## src/rtl/fetch_ctrl.sv

```systemverilog
// Fetch-stage sequencer: selects the next PC source, gates PC/IMEM, tracks
// fetch/decode validity and halt, and keeps saturating stall/redirect counters.
module fetch_ctrl #(
  parameter int CNT_W = 16
) (
  input  logic             clk,
  input  logic             rst_n,
  input  logic             stall,
  input  logic             jal_taken,
  input  logic             jalr_taken,
  input  logic             br_taken,
  input  logic             halt,
  output logic [1:0]       pc_sel,
  output logic             pc_en,
  output logic             imem_rden,
  output logic             fd_valid,
  output logic             flush_fd,
  output logic             flush_de,
  output logic             halted,
  output logic [CNT_W-1:0] stall_cnt,
  output logic [CNT_W-1:0] redir_cnt
);

  localparam logic [1:0] ST_BOOT  = 2'd0;
  localparam logic [1:0] ST_RUN   = 2'd1;
  localparam logic [1:0] ST_REDIR = 2'd2;
  localparam logic [1:0] ST_HALT  = 2'd3;

  localparam logic [1:0] SEL_NEXT = 2'b00;
  localparam logic [1:0] SEL_JALR = 2'b01;
  localparam logic [1:0] SEL_BR   = 2'b10;
  localparam logic [1:0] SEL_JAL  = 2'b11;

  localparam logic [CNT_W-1:0] CNT_ONE = {{(CNT_W-1){1'b0}}, 1'b1};
  localparam logic [CNT_W-1:0] CNT_MAX = {CNT_W{1'b1}};

  logic [1:0]       state_q, state_d;
  logic             fd_valid_q, fd_valid_d;
  logic             halted_q, halted_d;
  logic [CNT_W-1:0] stall_cnt_q, stall_cnt_d;
  logic [CNT_W-1:0] redir_cnt_q, redir_cnt_d;

  logic redir_acc;
  logic halt_acc;
  logic stall_acc;

  always_comb begin
    state_d   = state_q;
    pc_sel    = SEL_NEXT;
    pc_en     = 1'b0;
    imem_rden = 1'b0;
    flush_fd  = 1'b0;
    flush_de  = 1'b0;
    redir_acc = 1'b0;
    halt_acc  = 1'b0;
    stall_acc = 1'b0;

    case (state_q)
      ST_BOOT: begin
        pc_en     = 1'b1;
        imem_rden = 1'b1;
        state_d   = ST_RUN;
      end
      ST_RUN: begin
        // Execute-stage redirects win over HALT: the halting instruction is younger.
        if (br_taken) begin
          pc_sel    = SEL_BR;
          flush_de  = 1'b1;
          redir_acc = 1'b1;
        end else if (jalr_taken) begin
          pc_sel    = SEL_JALR;
          flush_de  = 1'b1;
          redir_acc = 1'b1;
        end else if (halt) begin
          halt_acc  = 1'b1;
          flush_fd  = 1'b1;
          state_d   = ST_HALT;
        end else if (jal_taken) begin
          pc_sel    = SEL_JAL;
          redir_acc = 1'b1;
        end else if (!stall) begin
          pc_en     = 1'b1;
          imem_rden = 1'b1;
        end
        if (redir_acc) begin
          pc_en     = 1'b1;
          imem_rden = 1'b1;
          flush_fd  = 1'b1;
          state_d   = ST_REDIR;
        end
        stall_acc = stall & ~redir_acc;
      end
      ST_REDIR: begin
        // Requests seen here come from squashed slots and are dropped.
        pc_en     = ~stall;
        imem_rden = ~stall;
        stall_acc = stall;
        state_d   = ST_RUN;
      end
      default: begin
        state_d = ST_HALT;
      end
    endcase

    if (!rst_n) begin
      pc_sel    = SEL_NEXT;
      pc_en     = 1'b0;
      imem_rden = 1'b0;
      flush_fd  = 1'b0;
      flush_de  = 1'b0;
    end
  end

  always_comb begin
    if (state_q == ST_HALT || redir_acc || halt_acc) begin
      fd_valid_d = 1'b0;
    end else if (imem_rden) begin
      fd_valid_d = 1'b1;
    end else begin
      fd_valid_d = fd_valid_q;
    end
    halted_d    = halted_q | halt_acc | (state_q == ST_HALT);
    stall_cnt_d = (stall_acc && stall_cnt_q != CNT_MAX) ? stall_cnt_q + CNT_ONE : stall_cnt_q;
    redir_cnt_d = (redir_acc && redir_cnt_q != CNT_MAX) ? redir_cnt_q + CNT_ONE : redir_cnt_q;
  end

  always_ff @(posedge clk or negedge rst_n) begin
    if (!rst_n) begin
      state_q     <= ST_BOOT;
      fd_valid_q  <= 1'b0;
      halted_q    <= 1'b0;
      stall_cnt_q <= '0;
      redir_cnt_q <= '0;
    end else begin
      state_q     <= state_d;
      fd_valid_q  <= fd_valid_d;
      halted_q    <= halted_d;
      stall_cnt_q <= stall_cnt_d;
      redir_cnt_q <= redir_cnt_d;
    end
  end

  assign fd_valid  = fd_valid_q;
  assign halted    = halted_q;
  assign stall_cnt = stall_cnt_q;
  assign redir_cnt = redir_cnt_q;

endmodule
```

## config.mk

```make
export PLATFORM = sky130hd
export DESIGN_NAME = fetch_ctrl
export DESIGN_NICKNAME = d
export VERILOG_FILES = /design/src/rtl/fetch_ctrl.sv
export SDC_FILE = /design/constraint.sdc
export NUM_CORES = 1
export LEC_CHECK = 0
export BUFFER_PORTS_ARGS = -buffer_cell sky130_fd_sc_hd__buf_2
export CORE_ASPECT_RATIO = 2
export CORE_MARGIN = 5
export CORE_UTILIZATION = 53
export DETAILED_ROUTE_END_ITERATION = 10
export GPL_TIMING_DRIVEN = 0
export PLACE_DENSITY = 0.85
export SLEW_MARGIN = 20
export SYNTH_ARGS = -nofsm -noshare
export SYNTH_HDL_FRONTEND = slang
export SYNTH_SLANG_ARGS = --single-unit
export TNS_END_PERCENT = 10
```

## constraint.sdc

```tcl
create_clock -name clk -period 2.45 [get_ports clk]
set_input_delay 0.1225 -clock clk [delete_from_list [all_inputs] [get_ports clk]]
set_output_delay 0.1225 -clock clk [all_outputs]
set_load 0.02 [all_outputs]
```

# Yosys cells after proc, flatten, opt, wreduce, memory -nomap -nowiden
# Cells that the tools add are included.
dict set report op_classes {
  addsub 2
  eq_ne 8
  mux 39
  n_bitwise 5
  reduce_logical 8
}
# operator count
set ops {}
lappend ops {{$add 16x1->16 const B} 2}
lappend ops {{$ne 16x16->1 const B} 2}
lappend ops {{$mux 1} 26}
lappend ops {{$mux 2} 10}
lappend ops {{$ne 3x3->1 const B} 3}
lappend ops {{$eq 2x2->1 const B} 2}
lappend ops {{$pmux 2 s2} 1}
lappend ops {{$pmux 1 s3} 1}
lappend ops {{$reduce_and 3->1} 1}
lappend ops {{$eq 2x1->1 const B} 1}
lappend ops {{$logic_and 1x1->1} 2}
lappend ops {{$logic_not 2->1} 1}
lappend ops {{$logic_or 1x1->1} 2}
lappend ops {{$not 1->1} 2}
lappend ops {{$or 1x1->1} 2}
lappend ops {{$pmux 1 s2} 1}
lappend ops {{$reduce_bool 2->1} 1}
lappend ops {{$reduce_or 2->1} 1}
lappend ops {{$and 1x1->1} 1}
dict set report word_totals {
  ff_bits 36
  output_inout_bits 40
  elab_cells 67
}

# Depth between registers and ports, before layout
# Gate-level depths: netlist of the first run.
dict set report logic_depth {
  word_depth 10
  mapped_depth 8
  ltp_nobuf 7
}

# Worst setup path before layout of the first run
# OpenSTA, ideal clock, no wires.
dict set report synth_path {
  path_type {reg-to-reg}
  start {reg state_q[1]}
  end {reg redir_cnt_q[13], in the netlist redir_cnt[13]}
  slack_ps 601
  t_required_ps 2325
  n_path_buf 1
  stages_incl_launch_ff 9
  setup_ps 125
  arrival_ps 1724
  path_cell_list {dfrtp_1 -> inv_1 -> ha_1 -> buf_2 -> inv_2 -> a21o_1 -> nor4_4 -> nand3_2 -> mux2_4}
}
dict set report synth_via {
  elab_chain_len 3
}
# item line_no
set synth_lines {}
lappend synth_lines {{start, declared} 37} ;# logic [1:0] state_q, state_d;
lappend synth_lines {{start signal, assigned} 135} ;# state_q <= state_d;
lappend synth_lines {{$eq 2x1->1} 58} ;# case (state_q)
lappend synth_lines {{$mux 1} 58}
lappend synth_lines {{$logic_and 1x1->1} 124} ;# redir_cnt_d = (redir_acc && redir_cnt_q != CNT_MAX) ? redir_cnt_q + CNT_ONE : redir_cnt_q;
lappend synth_lines {{end signal, assigned} 139} ;# redir_cnt_q <= redir_cnt_d;
lappend synth_lines {{end, declared} 41} ;# logic [CNT_W-1:0] redir_cnt_q, redir_cnt_d;
# No other way between the ends.
# A chain may end at the register's enable or synchronous reset.

# Final worst setup path of the first run
dict set report layout_path {
  start {reg state_q[1]}
  end {out pc_en}
}
dict set report layout_via {
  elab_chain_len 3
  word_cells_on_any_way 5
}
# item line_no
set layout_lines {}
lappend layout_lines {{$eq 2x2->1 (tied with other cells)} 58}
lappend layout_lines {{$pmux 1 s3 *} 58}
lappend layout_lines {{$mux 1 *} 105} ;# if (!rst_n) begin
lappend layout_lines {{end, declared} 14} ;# output logic pc_en,
# Every way passes the cells marked *; elsewhere a longest branch is shown, timed or not.

==> run_results.csv, run 1 <==
group,metric,value,unit
synth,synthArstFlopShare,100,%
placed_design,place_congestion,0.760,
setup_path,path_class,"flop to primary output",
pwr,switchingPower,0.000218,W
layout,syn_to_final_growth,20.5,%
pwr,p_seq_share,56.7,%
pwr,clkPwrFrac,40.6,%
layout,fin_util,67.1,%
route,first_pass_iters,4,
min_path,hp-class,"primary input to flop",
floorplan,initial_utilization,55.7,%
clock_tree,cts-resized-gates,0,
global_route,top_usage_layer,"met2",
synth,avgSynthCellArea,10.5,um2
global_route,grt_use_met2,32.7,%
timing,relSlewSlack,46.5,%
pwr,leakage,1.20,nW
pwr,ir_drop,365,uV
timing,slew_viol_final,0,
layout,layout_commonest_cell,"buf_2",
route,via_per_inst,5.45,
layout,antenna_cells,0,
synth,synth_edf_count,0,
clock_tree,clk_pin_slew_worst_paths,70,ps
floorplan,pin_count,47,
clock_tree,postCtsHoldBufs,1,
timing,fin_crit_sh,87.6,%
timing,finalHoldViolCount,0,
synth,synth_cells,181,
global_route,grtUsageMet3,4.42,%
synth,synth_nets,194,
synth,syn_area,1900,um2
run_status,run_status,"finished clean",
global_route,antenna_found_initial,0,
floorplan,die_w,52.4,um
route,antenna_left,0,
timing,max_freq,0.466,GHz
global_route,met1_usage,18.3,%
global_route,grt_max_degree,39,
route,drc,0,
timing,min_period,2150,ps
global_route,grt_overflow,0,
route,drt-initial-drc-count,35,
route,wire_per_inst,14.0,um
clock_tree,cts_buffers,5,
synth,yosys_warnings,0,
timing,fin_worst_skew,3.49,ps
placed_design,dp.final_hpwl,3090,um
setup_path,start_kind,"flop",
setup_path,critPathMaxFanout,8,
layout,layout_common_cells,"buf_2 (48), dfrtp_1 (36), xnor2_1 (21)",
floorplan,core_area,3420,um2
route,totalWireLength,3980,um
pwr,intPower,0.000831,W
synth,synth-main-ff-cell,"dfrtp_1",
synth,yosysTopAreaCell,"dfrtp_1",
pwr,p_sw_share,20.7,%
setup_path,required,2330,ps
timing,setup_viol,0,
synth,synth_top_area_share,47.4,%
synth,synth-seq-cells,36,
floorplan,rows,30,
synth,netlist_top_cells_area,"dfrtp_1 (47%), xnor2_1 (9.7%), ha_1 (3.9%)",
placed_design,port_buffers,46,
clock_tree,clock_sinks,36,
timing,rsz0062_at_grt,"no",
clock_tree,tritoncts,"done",
global_route,grt_pass1_vias,1640,
floorplan,dieArea,4960,um2
setup_path,critPathArrivalTime,2020,ps
route,vias,1549,
global_route,grt_pass1_wl,6840,um
timing,hold_slack,152,ps
layout,drive_above_1_share,28.4,%
timing,tightest_slew,803,ps
clock_tree,clk_root_buffer_cell,"clkbuf_8",
timing,fin_tns_setup,0,ps
layout,fillers,282,
layout,nNetsFinal,248,
setup_path,end_kind,"primary output",
synth,yosysSeqAreaShare,47.4,%
clock_tree,cts_htree_levels,2,
floorplan,die_y,94.7,um
pwr,power-per-cell-area,458,nW/um2
clock_tree,cts.path.max_buffers,2,
job,cap_violations,0,
clock_tree,clk_latency,280,ps
clock_tree,postCtsSetupBuffers,0,
global_route,track_usage,18.0,%
pwr,comb_power_share,2.8,%
synth,synth.distinct_cells,39,
## metal layers
metal  vias up  wire, um
met4         0        97
met1       752      1490
met5         -         0
li1        741         -
met2        45      2200
met3        11       191
## critical path, stage by stage, from the launching register on
cell      delay, ps
dfrtp_1         410
inv_1           120
ha_1            150
buf_2           180
inv_2            60
a21o_1          210
o211ai_1        100
and3b_1         230
buf_4           130
buf_2           150
## per-stage QoR
stage	area (um2)	worst slack [ps]	std cells	power [W]
2_1_floorplan	1900	601	181	0.000613
3_3_place_gp	2190	464	275	0.000634
3_5_place_dp	2190	436	275	0.000634
4_1_cts	2290	308	284	0.00106
5_1_grt	2290	126	284	0.00109
6_report	2290	304	284	0.00105
## Yosys cell counts, types with 2 or more instances
cell	n
dfrtp_1	36
xnor2_1	21
nand2_1	20
nor2_1	14
nand4_1	11
nand3_1	9
and3_1	7
a21oi_1	6
ha_1	6
inv_1	5
xor2_1	5
nor3_1	4
and4_1	3
o21ai_0	3
a211oi_1	2
a31oi_1	2
buf_2	2
mux2_2	2
nand2b_1	2
nor4_4	2
## sequential cells by signal (all words and copies together), names as in the netlist
name / count
redir_cnt: 16
stall_cnt: 16
state_q: 2
fd_valid: 1
halted: 1
## logic make-up (layout without fill, tap and decap cells)
logic type / Yosys count / count (layout) / synth area share [%]
buf+inv: 10 / 65 / 2.70
flops: 36 / 36 / 47.4
fa+ha+maj: 6 / 6 / 3.95
simple gates: 78 / 78 / 23.7
compound gates: 21 / 21 / 7.76
mux: 4 / 4 / 2.57
xor+xnor: 26 / 26 / 12.0
## area by class of cell
cell class	count	area [um2]	area share, %
Buffer	4	28.8	1.26
Clock buffer	8	90.1	3.93
Inverter	6	22.5	0.983
Multi-Input combinational cell	135	950	41.4
Sequential cell	36	901	39.3
Tap cell	48	60.1	2.62
Timing Repair Buffer	47	240	10.5
## worst paths after layout
path / slack, ps / cells past startpoint / from / to
max in group asynchronous: 1470 / 2 / rst_n / stall_cnt[1]
setup / recovery: 300 / 9 / state_q[1] / pc_en
hold / removal: 150 / 2 / halt / state_q[0]
hold reg to reg: 470 / 1 / halted / halted
min in group asynchronous: 470 / 2 / rst_n / redir_cnt[12]
setup reg to reg: 400 / 8 / state_q[1] / redir_cnt[13]
## power by group through the flow
stage | sequential, W | clock [W] | combinational, W
3_5_place_dp | 0.000605 | 0 | 0.0000286
4_1_cts | 0.000594 | 0.000437 | 0.0000301
5_1_grt | 0.000594 | 0.000465 | 0.0000335
3_3_place_gp | 0.000605 | 0 | 0.0000284
6_report | 0.000594 | 0.000426 | 0.0000290
2_1_floorplan | 0.000606 | 0 | 0.00000699
No activity file was read; power rests on OpenSTA's default activity.
==> inputs of run 2 (changes only) <==
--- a/config.mk
+++ b/config.mk
@@ -5,13 +5,14 @@
 export SDC_FILE = /design/constraint.sdc
 export NUM_CORES = 1
 export LEC_CHECK = 0
+export ABC_AREA = 1
 export BUFFER_PORTS_ARGS = -buffer_cell sky130_fd_sc_hd__buf_2
 export CORE_ASPECT_RATIO = 2
-export CORE_MARGIN = 5
-export CORE_UTILIZATION = 53
+export CORE_MARGIN = 4
+export CORE_UTILIZATION = 39
 export DETAILED_ROUTE_END_ITERATION = 10
 export GPL_TIMING_DRIVEN = 0
-export PLACE_DENSITY = 0.85
+export PLACE_DENSITY = 0.66
 export SLEW_MARGIN = 20
 export SYNTH_ARGS = -nofsm -noshare
 export SYNTH_HDL_FRONTEND = slang
==> run 2 against run 1 <==
Effect of this change: clock skew up 4.7 ps; total power up 21%; die area up 54%; critical endpoint is now flush_fd; non-clock buffer count up 3; via count up 54%; largest power group is now the clock network; global-route usage down 1.3 points; register-to-register slack better by 360 ps; sequential power about the same; flip-flop and latch count unchanged; cell count up 75%; critical path type is now primary input to primary output; maximum frequency up 4.5%.
==> run_results.csv, run 2 <==
group,metric,value,unit
run_status,run_status,"finished clean",
layout,syn_to_final_growth,20.4,%
layout,antenna_cells,0,
timing,slew_viol_final,0,
layout,layout_common_cells,"nand2_1 (152), buf_2 (46), inv_1 (38)",
clock_tree,cts.path.max_buffers,2,
layout,fillers,651,
route,routed-wl-met2,3490,um
synth,synth_fa_ha_area_share,3.09,%
route,via_per_inst,4.81,
synth,synth_edf_count,0,
placed_design,post_dp_cell_area,2770,um2
placed_design,dp.final_hpwl,4710,um
synth,yosysSeqAreaShare,37.0,%
placed_design,dp_slack,746,ps
setup_path,crit_start,"rst_n",
clock_tree,tritoncts,"done",
placed_design,place_congestion,0.872,
layout,seq_area,901,um2
clock_tree,cts-resized-gates,0,
global_route,track_usage,16.8,%
pwr,comb_power_share,2.1,%
clock_tree,cts_buffers,5,
setup_path,r2r-start,"redir_cnt[0]",
synth,yosysTopAreaCell,"dfrtp_1",
synth,synth-simple-area-share,40.2,%
route,wl_met1,2200,um
route,antenna_left,0,
pwr,leakage,1.61,nW
synth,synth_most_common_cell,"nand2_1",
clock_tree,clk_root_buffer_cell,"clkbuf_16",
timing,fin_worst_skew,8.22,ps
pwr,p_sw_share,20.8,%
timing,layout_setup_ws,396,ps
timing,min_period,2050,ps
route,wire_per_inst,12.3,um
layout,layout_commonest_cell,"nand2_1",
synth,synth_compound_area_share,7.00,%
synth,synth-seq-cells,36,
floorplan,rows,40,
setup_path,end_kind,"primary output",
synth,syn_area,2430,um2
synth,ys_top_cells_by_count,"nand2_1 (152), inv_1 (38), nor2_1 (37), dfrtp_1 (36), nand3_1 (20)",
synth,synth_top_area_share,37.0,%
pwr,p_seq_share,46.8,%
layout,drive_above_1_share,20.9,%
timing,tightest_slew,887,ps
setup_path,start_kind,"primary input",
global_route,grt_pass1_vias,2259,
timing,relSlewSlack,40.9,%
clock_tree,postCtsSetupBuffers,0,
route,totalWireLength,6090,um
floorplan,initial_utilization,40.2,%
route,drt-initial-drc-count,150,
placed_design,port_buffers,46,
synth,netlist_top_cells_area,"dfrtp_1 (37%), nand2_1 (23%), inv_1 (5.9%)",
synth,synth_cells,357,
synth,synth_xor_xnor_area_share,3.24,%
setup_path,path_class,"primary input to primary output",
setup_path,critPathArrivalTime,1930,ps
setup_path,critPathMaxFanout,38,
floorplan,pin_count,47,
layout,multi_input_area,1300,um2
route,first_pass_iters,4,
pwr,intPower,0.00101,W
timing,setup_viol,0,
job,cap_violations,0,
global_route,grt_pass1_wl,10200,um
pwr,ir_drop,317,uV
timing,rsz0062_at_grt,"no",
global_route,antenna_found_initial,0,
synth,yosys_warnings,0,
floorplan,core_area,6060,um2
clock_tree,clk_pin_slew_worst_paths,60,ps
pwr,clkPwrFrac,51.1,%
global_route,grt_max_degree,39,
route,highest_layer,"met4",
route,dr_wl_met3,214,um
clock_tree,clock_sinks,36,
floorplan,die_y,120,um
timing,max_freq,0.487,GHz
timing,fin_tns_setup,0,ps
setup_path,required,2330,ps
layout,final_area,2930,um2
floorplan,die_w,63.8,um
clock_tree,cts_htree_levels,2,
synth,synth_top_family_by_area,"simple AND/OR/NAND/NOR gates",
clock_tree,clk_latency,280,ps
timing,fin_crit_sh,83.8,%
timing,finalHoldViolCount,0,
layout,nNetsFinal,424,
global_route,grt_overflow,0,
synth,synth.area.mux_share,0,%
synth,synth-main-ff-cell,"dfrtp_1",
synth,synthArstFlopShare,100,%
route,drc,0,
synth,avgSynthCellArea,6.81,um2
min_path,worstHoldStart,"halt",
route,vias,2384,
min_path,hp-class,"primary input to flop",
synth,synth.distinct_cells,26,
floorplan,dieArea,7640,um2
pwr,power-per-cell-area,434,nW/um2
pwr,finalPower,0.00127,W
pwr,switchingPower,0.000265,W
synth,synth_nets,370,
==> run 2: worst paths after layout <==
path	to	slack [ps]	depth (start not counted)
max	flush_fd	400	7
min	halted	150	3
max reg2reg	redir_cnt[11]	760	9
min reg2reg	halted	460	2
max in group asynchronous	redir_cnt[10]	1390	2
min in group asynchronous	halted	500	2
==> run 2: power by group through the flow <==
stage,clock (W),sequential (W),combinational (W)
after CTS,0.000672,0.000595,0.0000271
after detailed placement,0,0.000605,0.0000262
after floorplan,0,0.000606,0.00000511
after global routing,0.000694,0.000594,0.0000305
after global placement,0,0.000605,0.0000259
final,0.000650,0.000595,0.0000261
==> run 2: cell type report <==
class	count	share of cell area (%)
buffer	7	2.56
inverter	41	5.26
timing repair buffer	47	8.21
tap	84	3.59
sequential	36	30.8
clock inverter	1	0.256
clock buffer	7	4.87
multi-input combinational	273	44.5
==> run 2: cells by family after synthesis <==
| logic type | Yosys count |
|---|---|
| adder cells (fa/ha/maj) | 6 |
| AND/OR/NAND/NOR | 232 |
| AO/OA/AOI/OAI | 26 |
| flip-flops | 36 |
| buffers and inverters | 48 |
| XOR/XNOR | 9 |
==> run 2: critical path, stage by stage <==
cell and delay [ps]:
dlygate4sd3_1 520, buf_2 690, nand2_1 200, inv_1 110, o21ai_0 80, inv_1 50
buf_2 150
==> run 2: stage by stage <==
stage / hold WS, ps / std cells / util, %
finish: 153 / 496 / 48.3
global route: 207 / 496 / 48.3
CTS: 152 / 496 / 48.3
detailed placement: 298 / 487 / 45.7
global placement: 301 / 487 / 45.7
floorplan: -173 / 357 / -
==> run 2: what timing repair did <==
action | CTS | global route
hold buffers | 1 | 0
hold endpoints to repair | 28 | 0
setup endpoints to repair | 0 | 0
==> run 2: routing by layer <==
| layer | track usage (%) | up-vias |
|---|---|---|
| met5 | 0 | - |
| met4 | 8.25 | 0 |
| met3 | 2.34 | 15 |
| met2 | 32.9 | 63 |
| met1 | 16.2 | 1098 |
| li1 | - | 1208 |
==> inputs of run 3 (changes only) <==
==> constraint.sdc (replaced) <==
create_clock -name clk -period 1.89 [get_ports clk]
set_input_delay 0.0945 -clock clk [delete_from_list [all_inputs] [get_ports clk]]
set_output_delay 0.0945 -clock clk [all_outputs]
set_load 0.02 [all_outputs]
==> run 3 against run 2 <==
Effect of this change: the flow now finishes with violations (hold timing); critical path depth rose by 1; combinational power rose by 25%; utilization fell by 0.12 points; clock skew rose by 1.9 ps; sequential share of layout area rose by 0.079 points; non-clock buffer count fell by 1; wire length rose by 0.39%; worst hold slack got worse by 210 ps; design area fell by 0.26%; global-route usage did not move; first-iteration DRC count rose by 7.3%; cell count fell by 0.20%; critical endpoint is now pc_en; highest routed layer unchanged.
==> run_results.csv, run 3 (synthesized netlist as in run 2, its figures left out) <==
group,metric,value,unit
run_status,run_status,"finished, violations left",
run_status,violations,"hold timing",
clock_tree,clk_pin_slew_worst_paths,60,ps
layout,nNetsFinal,423,
clock_tree,tritoncts,"done",
timing,layout_setup_ws,169,ps
setup_path,required,1800,ps
setup_path,rrSetupSlack,200,ps
layout,seq_area,901,um2
route,via_per_inst,4.81,
layout,antenna_cells,0,
floorplan,core_area,6060,um2
route,drt-initial-drc-count,161,
floorplan,pin_count,47,
route,dr_wl_met3,208,um
clock_tree,clk_latency,280,ps
setup_path,start_kind,"flop",
route,totalWireLength,6120,um
route,routed-wl-met2,3530,um
route,first_pass_iters,4,
timing,fin_worst_skew,10.1,ps
layout,syn_to_final_growth,20.1,%
pwr,ir_drop,416,uV
timing,relSlewSlack,40.7,%
timing,fin_tns_setup,0,ps
layout,drive_above_1_share,21.2,%
route,wl_met1,2240,um
global_route,grt_pass1_wl,10200,um
setup_path,critPathMaxFanout,6,
global_route,grt_max_degree,39,
pwr,leakage,1.60,nW
timing,slew_viol_final,0,
floorplan,die_y,120,um
pwr,power-per-cell-area,564,nW/um2
floorplan,initial_utilization,40.2,%
setup_path,r2r-start,"redir_cnt[0]",
global_route,grt_pass1_vias,2259,
route,antenna_left,0,
route,highest_layer,"met4",
min_path,hp-class,"primary input to async pin",
clock_tree,postCtsSetupBuffers,0,
setup_path,critPathArrivalTime,1630,ps
route,drc,0,
placed_design,dp_slack,186,ps
timing,finalHoldViolCount,36,
timing,tightest_slew,890,ps
timing,hold_slack,-58.0,ps
layout,multi_input_area,1310,um2
placed_design,dp.final_hpwl,4710,um
layout,fillers,649,
placed_design,post_dp_cell_area,2770,um2
route,vias,2380,
floorplan,dieArea,7640,um2
layout,layout_commonest_cell,"nand2_1",
timing,fin_crit_sh,91.0,%
setup_path,r2r_cells,9,
clock_tree,clock_sinks,36,
floorplan,die_w,63.8,um
clock_tree,cts_buffers,5,
timing,rsz0062_at_grt,"no",
job,cap_violations,0,
timing,min_period,1720,ps
global_route,antenna_found_initial,0,
global_route,grt_overflow,0,
setup_path,crit_start,"state_q[1]",
setup_path,timing.rr.end,"redir_cnt[11]",
layout,layout_common_cells,"nand2_1 (152), buf_2 (46), inv_1 (38)",
timing,max_freq,0.581,GHz
placed_design,place_congestion,0.872,
clock_tree,cts.path.max_buffers,2,
placed_design,port_buffers,46,
timing,setup_viol,0,
route,wire_per_inst,12.4,um
setup_path,end_kind,"primary output",
layout,final_area,2920,um2
clock_tree,cts_htree_levels,2,
global_route,track_usage,16.8,%
clock_tree,clk_root_buffer_cell,"clkbuf_16",
setup_path,endpoint,"pc_en",
floorplan,rows,40,
setup_path,path_class,"flop to primary output",
-- run 3: cell count changes in the layout (fill, tap and decap cells not counted), sizes merged --
| cell | previous run | this run |
|---|---|---|
| dlygate4sd3 | 1 | 0 |
-- run 3: area by class of cell --
class                           count  share of cell area [%]
Clock inverter                      1                   0.257
Timing Repair Buffer               46                    7.88
Inverter                           41                    5.27
Sequential cell                    36                    30.8
Clock buffer                        7                    4.88
Tap cell                           84                    3.60
Buffer                              7                    2.57
Multi-Input combinational cell    273                    44.7
-- run 3: metrics by stage --
step / hold WS [ps] / instances / util [%] / total power, W
floorplan: -201 / 357 / - / 0.000792
global placement: 273 / 487 / 45.7 / 0.000818
detailed placement: 270 / 487 / 45.7 / 0.000819
CTS: -38.9 / 495 / 48.2 / 0.00168
global route: 0.904 / 495 / 48.2 / 0.00171
finish: -58.0 / 495 / 48.2 / 0.00165
-- run 3: timing repair --
item                                    in CTS  in global routing
endpoints found under the setup margin       0                  1
gates resized for setup                      0                  1
endpoints found under the hold margin       36                  0
-- run 3: worst max-delay path: stages (launching register included) --
cell and delay (ps):
dfrtp_1 410, inv_1 120, ha_2 240, nand2_1 120, nand3_1 80, nand2_1 80
inv_1 70, buf_4 90, buf_2 150
-- run 3: power by group --
group,switching [W],leakage (nW),internal (W)
sequential,0,0.430,0.000771
combinational,0.0000258,1.10,0.00000686
clock,0.000318,0.0701,0.000525
total,0.000343,1.60,0.00130
-- run 3: how the worst min path moves through the flow --
| stage | endpoint | slack, ps | startpoint | cells past startpoint |
|---|---|---|---|---|
| 2_1_floorplan | fd_valid | -200 | rst_n | 0 |
| 3_3_place_gp | halted | 270 | rst_n | 1 |
| 3_5_place_dp | halted | 270 | rst_n | 1 |
| 4_1_cts | halted | -40 | rst_n | 1 |
| 5_1_grt | halted | 0.9 | rst_n | 1 |
| 6_report | halted | -60 | rst_n | 1 |
-- run 3: routing by layer --
metal / vias to the layer above / track usage [%]
met3: 10 / 2.34
met2: 56 / 32.9
li1: 1207 / -
met4: 0 / 8.25
met5: - / 0
met1: 1107 / 16.2
